`config.mk`:
```
export PLATFORM = sky130hd
export DESIGN_NAME = conv_stream_driver
export DESIGN_NICKNAME = d
export VERILOG_FILES = /design/src/rtl/conv_drv_pkg.sv /design/src/rtl/conv_stream_driver_stream_tx.sv /design/src/rtl/conv_stream_driver.sv
export SDC_FILE = /design/constraint.sdc
export NUM_CORES = 2
export LEC_CHECK = 0
export ABC_CLOCK_PERIOD_IN_PS = 3600
export BUFFER_PORTS_ARGS = -buffer_cell sky130_fd_sc_hd__buf_2
export CORE_ASPECT_RATIO = 0.5
export CORE_MARGIN = 3
export CORE_UTILIZATION = 59
export CTS_BUF_LIST = sky130_fd_sc_hd__clkbuf_4 sky130_fd_sc_hd__clkbuf_8
export DETAILED_ROUTE_END_ITERATION = 7
export HOLD_SLACK_MARGIN = 0.15
export PLACE_DENSITY = 0.8
export SKIP_CTS_REPAIR_TIMING = 1
export SYNTH_ARGS = -nofsm -noshare
export SYNTH_HDL_FRONTEND = slang
export SYNTH_SLANG_ARGS = --single-unit
```
`constraint.sdc`:
```
create_clock -name clk -period 3.6 [get_ports clk]
set_input_delay 0.54 -clock clk [delete_from_list [all_inputs] [get_ports clk]]
set_output_delay 0.54 -clock clk [all_outputs]
set_load 0.01 [all_outputs]
```
`src/rtl/conv_drv_pkg.sv`:
```
// Shared types and helpers for the conv engine stream driver.
package conv_drv_pkg;

  typedef enum logic [1:0] {
    IDLE  = 2'd0,
    SEND  = 2'd1,
    DRAIN = 2'd2,
    DONE  = 2'd3
  } state_t;

  // Number of valid-mode convolution outputs for a given X/F length.
  function automatic int calc_y_size(input int x_size, input int f_size);
    return x_size - f_size + 1;
  endfunction

endpackage

```
`src/rtl/conv_stream_driver_stream_tx.sv`:
```
// One outbound valid/ready stream: walks a local memory from element 0 to DEPTH-1.
module stream_tx #(
  parameter int WIDTH = 8,
  parameter int DEPTH = 128
) (
  input  logic                       clk,
  input  logic                       reset,
  input  logic                       launch,
  input  logic                       ready,
  output logic [$clog2(DEPTH)-1:0]   rd_addr,
  input  logic [WIDTH-1:0]           rd_data,
  output logic                       valid,
  output logic [WIDTH-1:0]           data,
  output logic                       complete
);

  localparam int IW = $clog2(DEPTH + 1);
  localparam int AW = $clog2(DEPTH);

  // idx counts elements already transferred; it is one wider than the
  // address so that reaching DEPTH is detectable without wrapping.
  logic [IW-1:0] idx;
  logic [IW-1:0] idx_next;

  assign idx_next = idx + 1'b1;
  assign rd_addr  = launch ? '0 : idx_next[AW-1:0];
  assign complete = (idx == IW'(DEPTH));

  // NOTE: sequential state uses non-blocking assignments so every register
  // samples pre-edge values, independent of statement order.
  always_ff @(posedge clk) begin
    if (reset) begin
      idx   <= '0;
      valid <= 1'b0;
      data  <= '0;
    end else if (launch) begin
      idx   <= '0;
      valid <= 1'b1;
      data  <= rd_data;
    end else if (valid && ready) begin
      idx <= idx_next;
      if (idx_next == IW'(DEPTH)) begin
        valid <= 1'b0;
      end else begin
        data <= rd_data;
      end
    end
  end

endmodule

```
`src/rtl/conv_stream_driver.sv`:
```
// Stimulus/capture front end for the conv engine: streams F and X out, collects Y.
module conv_stream_driver
  import conv_drv_pkg::*;
#(
  parameter int  DATA_WIDTH_X = 8,
  parameter int  DATA_WIDTH_F = 8,
  parameter int  X_SIZE       = 128,
  parameter int  F_SIZE       = 32,
  parameter int  ACC_SIZE     = 21,
  localparam int Y_SIZE       = calc_y_size(X_SIZE, F_SIZE)
) (
  input  logic                          clk,
  input  logic                          reset,
  input  logic                          start,
  input  logic                          cfg_wr_en,
  input  logic                          cfg_sel,
  input  logic [$clog2(X_SIZE)-1:0]     cfg_addr,
  input  logic [DATA_WIDTH_X-1:0]       cfg_wr_data,
  output logic                          m_valid_x,
  output logic [DATA_WIDTH_X-1:0]       m_data_out_x,
  input  logic                          m_ready_x,
  output logic                          m_valid_f,
  output logic [DATA_WIDTH_F-1:0]       m_data_out_f,
  input  logic                          m_ready_f,
  input  logic                          s_valid_y,
  input  logic [ACC_SIZE-1:0]           s_data_in_y,
  output logic                          s_ready_y,
  input  logic                          y_hold,
  input  logic [$clog2(Y_SIZE)-1:0]     y_rd_addr,
  output logic [ACC_SIZE-1:0]           y_rd_data,
  output logic                          busy,
  output logic                          done,
  output logic [$clog2(Y_SIZE+1)-1:0]   y_count
);

  localparam int XAW = $clog2(X_SIZE);
  localparam int FAW = $clog2(F_SIZE);
  localparam int YAW = $clog2(Y_SIZE);
  localparam int YCW = $clog2(Y_SIZE + 1);

  state_t state;
  state_t state_next;

  logic [DATA_WIDTH_X-1:0] xmem [X_SIZE];
  logic [DATA_WIDTH_F-1:0] fmem [F_SIZE];
  logic [ACC_SIZE-1:0]     ybuf [Y_SIZE];

  logic           launch;
  logic           x_complete;
  logic           f_complete;
  logic           y_take;
  logic [XAW-1:0] x_rd_addr;
  logic [FAW-1:0] f_rd_addr;

  assign launch    = (state == IDLE) && start;
  assign busy      = (state == SEND) || (state == DRAIN);
  assign done      = (state == DONE);
  assign s_ready_y = busy && !y_hold && (y_count < YCW'(Y_SIZE));
  assign y_take    = s_valid_y && s_ready_y;
  assign y_rd_data = (int'(y_rd_addr) < Y_SIZE) ? ybuf[y_rd_addr] : '0;

  stream_tx #(.WIDTH(DATA_WIDTH_X), .DEPTH(X_SIZE)) u_tx_x (
    .clk      (clk),
    .reset    (reset),
    .launch   (launch),
    .ready    (m_ready_x),
    .rd_addr  (x_rd_addr),
    .rd_data  (xmem[x_rd_addr]),
    .valid    (m_valid_x),
    .data     (m_data_out_x),
    .complete (x_complete)
  );

  stream_tx #(.WIDTH(DATA_WIDTH_F), .DEPTH(F_SIZE)) u_tx_f (
    .clk      (clk),
    .reset    (reset),
    .launch   (launch),
    .ready    (m_ready_f),
    .rd_addr  (f_rd_addr),
    .rd_data  (fmem[f_rd_addr]),
    .valid    (m_valid_f),
    .data     (m_data_out_f),
    .complete (f_complete)
  );

  // NOTE: the memories carry no reset so they map onto plain RAM/LUT storage;
  // their contents are meaningful only after being written.
  always_ff @(posedge clk) begin
    if (cfg_wr_en && (state == IDLE)) begin
      if (!cfg_sel) begin
        xmem[cfg_addr] <= cfg_wr_data;
      end else if (int'(cfg_addr) < F_SIZE) begin
        fmem[cfg_addr[FAW-1:0]] <= cfg_wr_data[DATA_WIDTH_F-1:0];
      end
    end
    if (y_take) begin
      ybuf[y_count[YAW-1:0]] <= s_data_in_y;
    end
  end

  always_ff @(posedge clk) begin
    if (reset) begin
      state   <= IDLE;
      y_count <= '0;
    end else begin
      state <= state_next;
      if (launch) begin
        y_count <= '0;
      end else if (y_take) begin
        y_count <= y_count + 1'b1;
      end
    end
  end

  // NOTE: state_next gets its default before the case so no path leaves it
  // unassigned, which would otherwise infer a latch.
  always_comb begin
    state_next = state;
    case (state)
      IDLE:    if (start) state_next = SEND;
      SEND:    if (x_complete && f_complete) state_next = DRAIN;
      DRAIN:   if (y_count == YCW'(Y_SIZE)) state_next = DONE;
      DONE:    state_next = IDLE;
      default: state_next = IDLE;
    endcase
  end

endmodule

```
==> metrics.yaml <==
outcome: "complete, but fails checks"
violations: "setup timing"
cp-start-kind: "register"
async_flop_share_pct: 0
drtIter0Drc: 11700
worstMarginPinSlew_ns: 1.31
cp-end-kind: "output pin"
drcViolationCount: 0
grt_pass1_wl_microns: 502000
cts_tree: "built"
ir_worst_vdd_mv: 0.495
clk_path_buf_depth: 4
routed.top_layer: "met5"
cts_buffers: 441
clock.fmax_mhz: 239
wl_met1_microns: 120000
p_clk_share_pct: 35.3
fin_ws_ns: -0.586
rsz0062_at_grt: "yes"
power_frac_comb_pct: 10.7
wl_met3_microns: 47800
synth_area_leaders: "edfxtp_1 (76%), mux4_2 (12%), mux2i_1 (1.6%), nand2_1 (1.3%), nor2_1 (1.1%)"
die-area_sq_um: 228000
whs_ns: 0.172
drt-total-wl_microns: 349000
synth.most_common_cell: "edfxtp_1"
netlist_area_sq_um: 131000
p_seq_share_pct: 54.0
clock_sinks: 3358
wire_per_inst_microns: 32.2
grt_max_degree: 160
rows: 121
grt_pass1_vias: 72800
yosysUniqueCellTypes: 84
yosys-top-cells-count: "edfxtp_1 (3,317), mux4_2 (704), nand2_1 (465)"
arrival_ns: 3.65
p_switching_mw: 19.5
drive_gt1_share_pct: 30.6
fin_crit_sh_pct: 116
swShare_pct: 24.4
powerDensity_nw_per_um2: 534
slew_headroom_pct: 12.4
antenna_found_initial: 23
grt_usage_pct: 30.3
cts_root_buffer: "clkbuf_8"
worstPathMaxFanout: 1
nets: 7608
finalCriticalPeriod_ns: 4.19
ys.warnings.count: 0
p_leak_nw: 48.0
setup_viol: 22
synth_edf_count: 3317
io_pins: 101
area_growth_pct: 14.2
dr_total_vias: 73400
required_ns: 3.06
synthesis.nets: 6731
synth.avg_cell_area_sq_um: 19.7
skew_ns: 0.0748
vias_per_cell: 6.76
netlist_instances: 6668
hold_class: "input pin to register"
path_clk_slew_ns: 0.06
internal_power_mw: 60.5
die_h_microns: 339
synth_largest_area_cell: "edfxtp_1"
core_area_sq_um: 219000
initial_core_util_pct: 59.8
overflow: 0
place_area_sq_um: 141000
drtPass1Iterations: 6
antenna_left: 0
globalplace.congestion: 0.913
met2RoutedLength_microns: 163000
ys_ff_latch: 3358
drv_cap: 0
die_w_microns: 673
maxSlewViolCount: 0
seq_area_frac_synth_pct: 76.5
hpwlAfterDp_microns: 209000
crit_type: "register to output pin"
synth_ff_type: "edfxtp_1"
finalInstanceArea_sq_um: 150000
h-tree-depth: 5
finalHoldViolations: 0
port_buffers: 100
clk_latency_ns: 1.03
synth_top_area_share_pct: 75.9
==> layout by cell type (no fill, tap or decap), types with 22 or more instances in the layout <==
master / synthesis / routed
buf_4: 31 / 630
a311oi_1: 38 / 38
a211oi_1: 128 / 126
buf_2: 155 / 75
nand3_1: 102 / 102
nor2_2: 1 / 104
mux2_2: 45 / 42
nor2b_1: 68 / 67
edfxtp_1: 3317 / 3317
clkbuf_4: 0 / 133
o211ai_1: 22 / 22
buf_12: 0 / 107
clkinv_2: 0 / 50
mux2i_1: 214 / 206
clkinv_1: 0 / 120
a21oi_1: 128 / 119
o21ai_1: 23 / 24
o21ai_0: 91 / 89
nor3_1: 54 / 53
nor2_1: 399 / 293
mux4_2: 704 / 704
clkbuf_8: 0 / 452
a31oi_1: 71 / 71
o22ai_1: 50 / 46
nand2_1: 465 / 462
dfxtp_1: 41 / 37
o221ai_1: 27 / 27
==> critical path: stages, from the launching register on <==
cell      delay (ns)
edfxtp_1        0.41
mux4_2          0.48
mux4_2          0.60
mux4_2          0.61
mux2i_1         0.21
buf_4           0.17
nor2_1          0.04
buf_2           0.14
==> state kept, by name (all words and copies together) (netlist names) <==
register / count
xmem: 1024
u_tx_x.valid: 1
u_tx_x.idx: 8
u_tx_x.data: 8
state: 2
u_tx_f.valid: 1
u_tx_f.data: 8
ybuf: 2037
fmem: 256
y_count: 7
u_tx_f.idx: 6
==> routing by layer <==
metal  track usage (%)  vias to the layer above
met1              41.3                    36900
met5             0.292                        -
li1                  -                    29200
met3              7.90                     1080
met4              13.3                        8
met2              47.0                     6231
==> cell type report <==
cell class | count | area (sq um)
fill | 12800 | 69600
multi-input combinational | 2892 | 29500
inverter | 17 | 63.8
antenna | 14 | 35.0
timing repair buffer | 835 | 7500
tap | 2952 | 3690
clock inverter | 203 | 1370
clock buffer | 585 | 7220
sequential | 3358 | 100000
==> kinds of logic after synthesis <==
logic type,after synthesis,synth area share (%)
compound gates,727,3.80
xor+xnor,23,0.171
fa+ha+maj,11,0.105
buf+inv,419,1.47
flops,3358,76.5
mux,965,14.1
simple gates,1165,3.78
==> per-stage QoR <==
stage	util, %	setup slack [ns]	setup TNS, ns	cells	power, mW
floorplan	-	0.0820	0	6668	48.5
global placement	64.1	-0.532	-6.03	10000	52.0
detailed placement	64.1	-0.459	-6.25	10000	52.2
CTS	68.0	-0.729	-12.20	10800	79.8
global route	68.3	-0.693	-10.64	10900	82.2
finish	68.3	-0.586	-9.17	10900	80.0
==> power by group through the flow <==
stage / registers [mW] / logic (mW) / clock network (mW)
6_report: 43.2 / 8.53 / 28.3
5_1_grt: 43.2 / 8.86 / 30.2
4_1_cts: 43.2 / 8.22 / 28.4
3_5_place_dp: 44.0 / 8.16 / 0
3_3_place_gp: 44.0 / 7.94 / 0
2_1_floorplan: 44.0 / 4.46 / 0
==> worst paths after layout <==
check                                                 start                     endpoint  slack (ns)  depth (start not counted)
worst max-delay path                 ybuf[52][13]$_DFFE_PP_                y_rd_data[13]       -0.59                          7
worst min register to register  u_tx_f.data[0]$_SDFFE_PP0P_  u_tx_f.data[0]$_SDFFE_PP0P_        0.50                          2
worst max register to register   u_tx_x.idx[1]$_SDFFE_PP0P_  u_tx_x.data[7]$_SDFFE_PP0P_       -0.01                         12
worst min-delay path                                 y_hold      y_count[1]$_SDFFE_PP0P_        0.17                          6
No activity file was read; power rests on OpenSTA's default activity.
